### config.mk
export PLATFORM = sky130hd
export DESIGN_NAME = lsu_mem_ctrl
export DESIGN_NICKNAME = d
export VERILOG_FILES = /design/src/rtl/lsu_mem_ctrl.sv
export SDC_FILE = /design/constraint.sdc
export NUM_CORES = 1
export LEC_CHECK = 0
export CORE_ASPECT_RATIO = 0.75
export CORE_MARGIN = 2
export CORE_UTILIZATION = 55
export DETAILED_ROUTE_END_ITERATION = 8
export DONT_BUFFER_PORTS = 1
export PLACE_DENSITY = 0.7
export SLEW_MARGIN = 15
export SYNTH_ARGS = -nofsm -noshare
export SYNTH_HDL_FRONTEND = slang
export SYNTH_SLANG_ARGS = --single-unit
### constraint.sdc
create_clock -name clk -period 2.43 [get_ports clk]
set_clock_uncertainty 0.1 [all_clocks]
set_input_delay 0.729 -clock clk [delete_from_list [all_inputs] [get_ports clk]]
set_output_delay 0.729 -clock clk [all_outputs]
set_load 0.005 [all_outputs]
### src/rtl/lsu_mem_ctrl.sv
// Load/store initiator between the MEM stage and a word-wide data memory port.
// Optional LSU_MISALIGN_TRAP_EN: trap misaligned half/word requests instead of forcing alignment.
module lsu_mem_ctrl #(
  parameter int unsigned ADDR_WIDTH = 32
) (
  input  logic                  clk,
  input  logic                  reset_n,
  input  logic                  req_valid,
  output logic                  req_ready,
  input  logic                  req_write,
  input  logic [1:0]            req_size,
  input  logic                  req_signed,
  input  logic [ADDR_WIDTH-1:0] req_addr,
  input  logic [31:0]           req_wdata,
  output logic                  resp_valid,
  output logic [31:0]           resp_rdata,
  output logic                  resp_err,
  output logic                  mem_read_en,
  output logic                  mem_write_en,
  output logic [ADDR_WIDTH-1:0] mem_addr,
  output logic [31:0]           mem_write_data,
  input  logic [31:0]           mem_read_data
);

  typedef enum logic [2:0] {
    IDLE,
    LOAD,
    STORE,
    RMW_RD,
    RMW_WR,
    RESP
  } state_t;

  state_t      state_q, state_d;
  logic [1:0]  size_q;
  logic        signed_q;
  logic [1:0]  off_q;
  logic [15:0] wdata_q;

  logic [1:0]  req_off;
  logic        req_err;
  logic [31:0] lane_sh, load_val, lane_mask, lane_data, merge_val;

  // Request decode: error detection and the effective lane offset
  always_comb begin
    req_off = req_addr[1:0];
    req_err = (req_size == 2'b11);
`ifdef LSU_MISALIGN_TRAP_EN
    if (req_size == 2'b01 && req_addr[0]) req_err = 1'b1;
    if (req_size == 2'b10 && req_addr[1:0] != 2'b00) req_err = 1'b1;
`endif
    if (req_size == 2'b01) req_off[0] = 1'b0;
    if (req_size[1]) req_off = 2'b00;
  end

  always_comb begin
    state_d = state_q;
    unique case (state_q)
      IDLE: begin
        if (req_valid) begin
          if (req_err)                 state_d = RESP;
          else if (!req_write)         state_d = LOAD;
          else if (req_size == 2'b10)  state_d = STORE;
          else                         state_d = RMW_RD;
        end
      end
      LOAD, STORE, RMW_WR: state_d = RESP;
      RMW_RD:              state_d = RMW_WR;
      RESP:                state_d = IDLE;
      default:             state_d = IDLE;
    endcase
  end

  // Lane extraction for loads and lane merge for sub-word stores
  always_comb begin
    lane_sh = mem_read_data >> {off_q, 3'b000};
    case (size_q)
      2'b00:   load_val = {{24{signed_q & lane_sh[7]}}, lane_sh[7:0]};
      2'b01:   load_val = {{16{signed_q & lane_sh[15]}}, lane_sh[15:0]};
      default: load_val = lane_sh;
    endcase
    lane_mask = ((size_q == 2'b00) ? 32'h0000_00FF : 32'h0000_FFFF) << {off_q, 3'b000};
    lane_data = {16'h0000, wdata_q} << {off_q, 3'b000};
    merge_val = (mem_read_data & ~lane_mask) | (lane_data & lane_mask);
  end

  always_ff @(posedge clk or negedge reset_n) begin
    if (!reset_n) begin
      state_q        <= IDLE;
      size_q         <= '0;
      signed_q       <= 1'b0;
      off_q          <= '0;
      wdata_q        <= '0;
      resp_rdata     <= '0;
      resp_err       <= 1'b0;
      mem_addr       <= '0;
      mem_write_data <= '0;
    end else begin
      state_q <= state_d;
      case (state_q)
        IDLE: begin
          if (req_valid) begin
            size_q   <= req_size;
            signed_q <= req_signed;
            off_q    <= req_off;
            wdata_q  <= req_wdata[15:0];
            resp_err <= req_err;
            mem_addr <= {req_addr[ADDR_WIDTH-1:2], 2'b00};
            if (req_write && req_size == 2'b10 && !req_err) mem_write_data <= req_wdata;
          end
        end
        LOAD:   resp_rdata     <= load_val;
        RMW_RD: mem_write_data <= merge_val;
        RESP: begin
          resp_rdata <= '0;
          resp_err   <= 1'b0;
        end
        default: ;
      endcase
    end
  end

  always_comb begin
    req_ready    = (state_q == IDLE);
    resp_valid   = (state_q == RESP);
    mem_read_en  = (state_q == LOAD)  || (state_q == RMW_RD);
    mem_write_en = (state_q == STORE) || (state_q == RMW_WR);
  end

endmodule

==> flow_summary_export.csv, run 1 <==
group,metric,value,unit
status,status,"complete, but fails checks",
status,violations,"negative hold slack",
route,wl_per_cell,24.23,um
timing,hold_ws,-0.08795,ns
timing,drv_slew,0,
timing,fin_crit,2.268,ns
clocking,clk_pin_slew,0.06,ns
global_routing,grt_max_degree,120,
setup_path,slowest_delay,0.49,ns
setup_path,path_cells,"nor3_2, buf_4",
placement,place_area,5979,um2
clocking,cts.sinks,119,
clocking,clock_latency,0.41,ns
synthesis,synth_top_family_by_area,"compound AO/OA/AOI/OAI gates",
die,initial_core_util,0.5714,
cells_and_area,syn_to_final_growth,11.47,%
setup_path,r2r_start,"off_q[0]",
setup_path,rr_worst_depth,4,
clocking,htree_levels,4,
clocking,cts_buffers,17,
synthesis,synth_top_cell_area_share,0.5025,
setup_path,path_buf_inv,1,
timing,fmax,441.0,MHz
synthesis,synth_cells,534,
route,drt_iter0_drc,473,
setup_path,worst_ep_required_time,1.60,ns
route,dr.pass1.iters,5,
power_and_ir_drop,power.density,1465,nW/um2
synthesis,synth_adder_area_share,0.001689,
die,io_pins,204,
route,wl,16240,um
setup_path,crit_path_end_kind,"output port",
setup_path,crit_fanout,9,
timing,fin_setup_tns,0,ns
cells_and_area,fin_area,6605,um2
setup_path,cp-endpoint,"req_ready",
timing,tightest_slew,0.6969,ns
cells_and_area,diodes,0,
synthesis,yosys_warnings,0,
setup_path,cp.arrival,1.44,ns
setup_path,r2r-end,"mem_write_data[10]",
timing,post-route-period-util,0.9331,
clocking,cts-root-buf,"clkbuf_16",
placement,port_buffers,0,
synthesis,syn_avg_cell_area,11.10,um2
setup_path,critPathLaunchType,"register",
power_and_ir_drop,p_leak,2.906,nW
setup_path,r2r_slack,0.25,ns
global_routing,grtUsageTotal,0.2861,
synthesis,synth-seq-area-share,0.5025,
placement,hpwlAfterDp,12110,um
synthesis,ys_seq_elements,119,
global_routing,grt_overflow_total,0,
synthesis,synth_xor_area_frac,0.001478,
synthesis,synth-compound-area-share,0.1833,
synthesis,yosys-mux-area-fraction,0.1738,
clocking,tritoncts,"done",
synthesis,synth_area,5926,um2
synthesis,synthSimpleGateAreaFrac,0.09291,
timing,finalSetupViolations,0,
clocking,cts_buffer_depth,2,
timing,rsz0062_at_grt,"false",
route,drtAntennaViolNets,0,
timing,slew_headroom,0.5337,
min_path,hold_path_class,"in2async",
setup_path,slowest_stage,"dfrtp_1",
setup_path,setup.worst_path.class,"reg2out",
route,vias,4465,
synthesis,synth.distinct_cells,43,
placement,globalplace.congestion,1.023,
synthesis,synth_area_leaders,"dfrtp_1 50%, mux2_2 11%, mux2i_1 5.4%",
synthesis,synth_top_area_cell,"dfrtp_1",
die,die_area,11630,um2
route,vias_per_cell,6.664,
setup_path,path_delay_family,"flip-flops",
die,num_rows,32,
die,die_w,123.9,um
setup_path,path_depth,2,
timing,finalHoldViolCount,119,
die,coreArea,10370,um2
route,drc,0,
setup_path,cp-startpoint,"state_q[1]",
die,die_h,93.89,um
flow_run,cap_violations,0,
global_routing,grt_pass1_vias,4085,
global_routing,antenna_found_initial,1,
power_and_ir_drop,vdd_drop_max,0.7238,mV
cells_and_area,final_nets,624,
cells_and_area,drive_gt1_frac,0.2135,
global_routing,grt_pass1_wl,24290,um
cells in the final DEF, fill, tap and decap left out, types with 3 or more instances in the layout:
cell type	n
clkbuf_16	17
o211ai_1	11
a311oi_1	8
o221ai_1	6
nand2b_1	9
mux2i_1	32
o21ai_0	37
a21oi_1	29
nor2b_1	8
a221o_1	24
bufinv_16	4
inv_1	7
a22o_1	8
nand3b_1	5
a21o_1	8
mux2_2	59
nand2_1	52
dfrtp_1	117
a221oi_1	6
o31a_1	3
nand3_1	9
nor2_1	23
a211o_1	6
buf_4	12
clkinv_2	4
power by group:
group / switching, mW / total (mW) / internal, mW
Sequential: 0.922 / 3.81 / 2.89
Combinational: 1.65 / 3.21 / 1.55
Clock: 0.911 / 2.65 / 1.74
worst min path at each step:
stage / startpoint / to / slack [ns] / depth (start not counted)
floorplan: reset_n / mem_addr[10] / 0.33 / 0
CTS: reset_n / mem_write_data[24] / -0.1 / 0
finish: reset_n / mem_write_data[24] / -0.09 / 0
global route: reset_n / mem_write_data[24] / -0.11 / 0
global placement: reset_n / mem_write_data[28] / 0.34 / 0
detailed placement: reset_n / mem_write_data[28] / 0.34 / 0
flip-flops by register name (all words and copies together), names as in the netlist, 2 cells and up:
register / flops
mem_write_data: 32
mem_addr: 30
state_q: 3
size_q: 2
off_q: 2
wdata_q: 16
resp_rdata: 32
layout make-up:
| class | count | area, um2 |
|---|---|---|
| Clock buffer | 20 | 446.7 |
| Sequential cell | 119 | 2980 |
| Timing Repair Buffer | 13 | 110.1 |
| Clock inverter | 12 | 173.9 |
| Tap cell | 136 | 170.2 |
| Inverter | 7 | 26.28 |
| Multi-Input combinational cell | 363 | 2698 |
| Fill cell | 796 | 3765 |
stage by stage:
stage / setup slack [ns] / hold WS, ns / util / cells / power [mW]
6_report: 0.1625 / -0.08795 / 0.6369 / 670 / 9.673
4_1_cts: 0.007994 / -0.09973 / 0.6365 / 670 / 9.678
2_1_floorplan: 0.3132 / 0.3334 / - / 535 / 6.106
5_1_grt: 0.07596 / -0.1144 / 0.6369 / 670 / 10.24
3_3_place_gp: 0.2355 / 0.3355 / 0.5766 / 638 / 6.842
3_5_place_dp: 0.1823 / 0.3351 / 0.5766 / 638 / 7.004
cell usage after synthesis (all sizes together):
cell type    n
o21bai       1
and3         1
a22oi        1
o31a         3
a221o       24
inv          7
o2111a       1
o211ai      11
dfrtp      119
nand2       52
and3b        1
mux2i       32
or2          2
maj3         1
xnor2        1
or4b         1
a22o         9
mux2        59
a221oi       6
clkbuf      20
nor2        23
a21oi       29
and2         1
nand2b       9
o221ai       6
a211o        6
nor3         3
nor2b        8
conb         1
nand3b       5
nor3b        1
mux4         2
a21o         8
a311oi       8
o21ai       37
nand3        9
buf         26
routing by layer:
layer / track usage / wire length [um] / share of wire
met5: 0 / 13 / 0.00080
met4: 0.06345 / 126 / 0.0078
met1: 0.4093 / 6865 / 0.42
met3: 0.1092 / 1806 / 0.11
met2: 0.4130 / 7422 / 0.46
cell families after synthesis:
family / Yosys count
other cells: 1
xor+xnor: 1
flops: 119
simple gates: 116
compound gates: 150
buf+inv: 53
mux: 93
fa+ha+maj: 1
timing repair:
item | in CTS | in global routing
endpoints found under the hold margin | 119 | 119
gates resized for setup | 0 | 1
setup buffers | 0 | 0
endpoints found under the setup margin | 0 | 1
Power figures use the tool's default switching activity.
==> run 2, diff against run 1 <==
--- a/config.mk
+++ b/config.mk
@@ -7,10 +7,10 @@
 export LEC_CHECK = 0
 export CORE_ASPECT_RATIO = 0.75
 export CORE_MARGIN = 2
-export CORE_UTILIZATION = 55
+export CORE_UTILIZATION = 64
 export DETAILED_ROUTE_END_ITERATION = 8
 export DONT_BUFFER_PORTS = 1
-export PLACE_DENSITY = 0.7
+export PLACE_DENSITY = 0.8
 export SLEW_MARGIN = 15
 export SYNTH_ARGS = -nofsm -noshare
 export SYNTH_HDL_FRONTEND = slang
==> constraint.sdc (replaced) <==
create_clock -name clk -period 2.1 [get_ports clk]
set_clock_uncertainty 0.1 [all_clocks]
set_input_delay 0.21 -clock clk [delete_from_list [all_inputs] [get_ports clk]]
set_output_delay 0.21 -clock clk [all_outputs]
set_load 0.005 [all_outputs]
==> run 2 against run 1 <==
The run still ends with negative hold slack left. Critical path depth is 1 higher. Critical path type is now reg2reg. Combinational power is 27% higher. Clock-buffer cell count is 1 higher. Total power is 18% higher. Hold slack worse by 0.53 ns. Largest cell class unchanged. Clock power is 14% higher. Utilization is 20 points higher.
==> flow_summary_export.csv, run 2 (synthesis results as in run 1) <==
group,metric,value,unit
global_routing,grt_pass1_wl,27790,um
route,dr.pass1.iters,6,
setup_path,crit_path_end_kind,"register",
cells_and_area,drive_gt1_frac,0.1915,
global_routing,grtUsageMet3,0.1329,
die,coreArea,9009,um2
power_and_ir_drop,p_leak,3.304,nW
clocking,post-cts-setup-buffers,0,
die,num_rows,30,
status,status,"complete, but fails checks",
global_routing,grt_overflow_total,0,
global_routing,grt_max_degree,120,
global_routing,grt_pass1_vias,5043,
cells_and_area,mostFrequentLayoutCells,"117 x dfrtp_1, 92 x dlygate4sd3_1, 59 x mux2_2",
clocking,htree_levels,4,
clocking,cts_buffer_depth,2,
setup_path,r2r-end,"mem_write_data[23]",
global_routing,grtUsageMet1,0.4738,
placement,port_buffers,0,
timing,fmax,500.1,MHz
setup_path,cp-startpoint,"state_q[1]",
clocking,clock_latency,0.42,ns
timing,finalSetupViolations,0,
cells_and_area,syn_to_final_growth,27.26,%
setup_path,cp-endpoint,"mem_write_data[23]",
setup_path,slowest_stage,"or4b_4",
clocking,clk_pin_slew,0.06,ns
cells_and_area,largest_registers,"mem_write_data: 32 flops, resp_rdata: 32 flops, mem_addr: 30 flops",
min_path,hold_path_class,"in2async",
placement,globalplace.congestion,0.9326,
setup_path,slowest_delay,0.58,ns
setup_path,worst_ep_required_time,2.30,ns
clocking,cts.sinks,119,
timing,fin_setup_tns,0,ns
cells_and_area,final_util,0.8371,
setup_path,crit_fanout,40,
timing,fin_crit,1.999,ns
timing,post-route-period-util,0.9521,
die,die_w,115.1,um
die,die_area,10050,um2
setup_path,rr_worst_depth,3,
setup_path,path_cells,"or4b_4, a22o_4, a221o_1",
setup_path,cp.arrival,2.20,ns
route,vias_per_cell,6.750,
clocking,cts-root-buf,"clkbuf_16",
global_routing,grt_util_met2,0.5754,
power_and_ir_drop,vdd_drop_max,1.086,mV
route,drtAntennaViolNets,0,
clocking,tritoncts,"done",
setup_path,r2r_slack,0.10,ns
timing,drv_slew,0,
route,drc,0,
route,wl,18330,um
die,die_h,87.33,um
timing,tightest_slew,0.6210,ns
route,wl_per_cell,24.61,um
global_routing,grtUsageTotal,0.3737,
timing,finalHoldViolCount,119,
setup_path,setup.worst_path.class,"reg2reg",
timing,rsz0062_at_grt,"false",
cells_and_area,final_nets,722,
die,io_pins,204,
clocking,cts_buffers,17,
global_routing,antenna_found_initial,1,
setup_path,r2r_start,"state_q[1]",
placement,hpwlAfterDp,11590,um
timing,slew_headroom,0.5844,
setup_path,path_delay_family,"compound AO/OA/AOI/OAI gates",
setup_path,critPathLaunchType,"register",
die,initial_core_util,0.6578,
route,drt_iter0_drc,528,
status,violations,"negative hold slack",
route,vias,5029,
timing,hold_ws,-0.6175,ns
setup_path,path_buf_inv,0,
clocking,cts_hold_buffers,92,
setup_path,path_depth,3,
global_routing,grt.busiest_layer,"met2",
cells_and_area,layout_commonest_cell,"dfrtp_1",
power_and_ir_drop,power.density,1519,nW/um2
flow_run,cap_violations,0,
-- run 2: worst min-delay path by stage --
stage | from | to | slack, ns | cells past startpoint
2_1_floorplan | reset_n | mem_addr[10] | -0.19 | 0
3_3_place_gp | reset_n | mem_write_data[3] | -0.18 | 0
3_5_place_dp | reset_n | mem_write_data[1] | -0.18 | 0
4_1_cts | reset_n | mem_write_data[1] | -0.63 | 0
5_1_grt | reset_n | resp_rdata[0] | -0.63 | 0
6_report | reset_n | mem_addr[25] | -0.62 | 0
-- run 2: per-layer routing --
metal  vias up  part of all wire
met1      2489              0.38
met3        71              0.12
met4         0             0.037
met2       325              0.47
li1       2144                 -
met5         -                 0
-- run 2: timing repair --
action / 4_1_cts / 5_1_grt
setup endpoints to repair: 0 / 7
hold endpoints to repair: 213 / 119
resized for setup: 0 / 1
-- run 2: cell type report --
type	count	area, um2
clock buffer	21	470.5
sequential	119	2980
timing repair buffer	111	1076
multi-input combinational	363	2698
clock inverter	11	147.6
tap	112	140.1
antenna	1	2.502
fill	509	1468
inverter	7	26.28
-- run 2: metrics by stage --
stage                     power, mW  hold WS, ns  cells  area [um2]  setup slack [ns]
after detailed placement      8.101      -0.1823    620        5995            0.1105
after global placement        7.917      -0.1825    620        5995            0.1867
after global routing          12.02      -0.6341    745        7541           0.02649
after floorplan               7.066      -0.1856    535        5929            0.1454
after CTS                     11.29      -0.6288    744        7533           0.07938
final                         11.45      -0.6175    745        7541            0.1006
-- run 2: report_power, final --
| group | total, mW | switching (mW) | internal, mW |
|---|---|---|---|
| registers | 4.36 | 1.01 | 3.34 |
| clock network | 3.01 | 1.06 | 1.96 |
| logic | 4.08 | 2.10 | 1.98 |
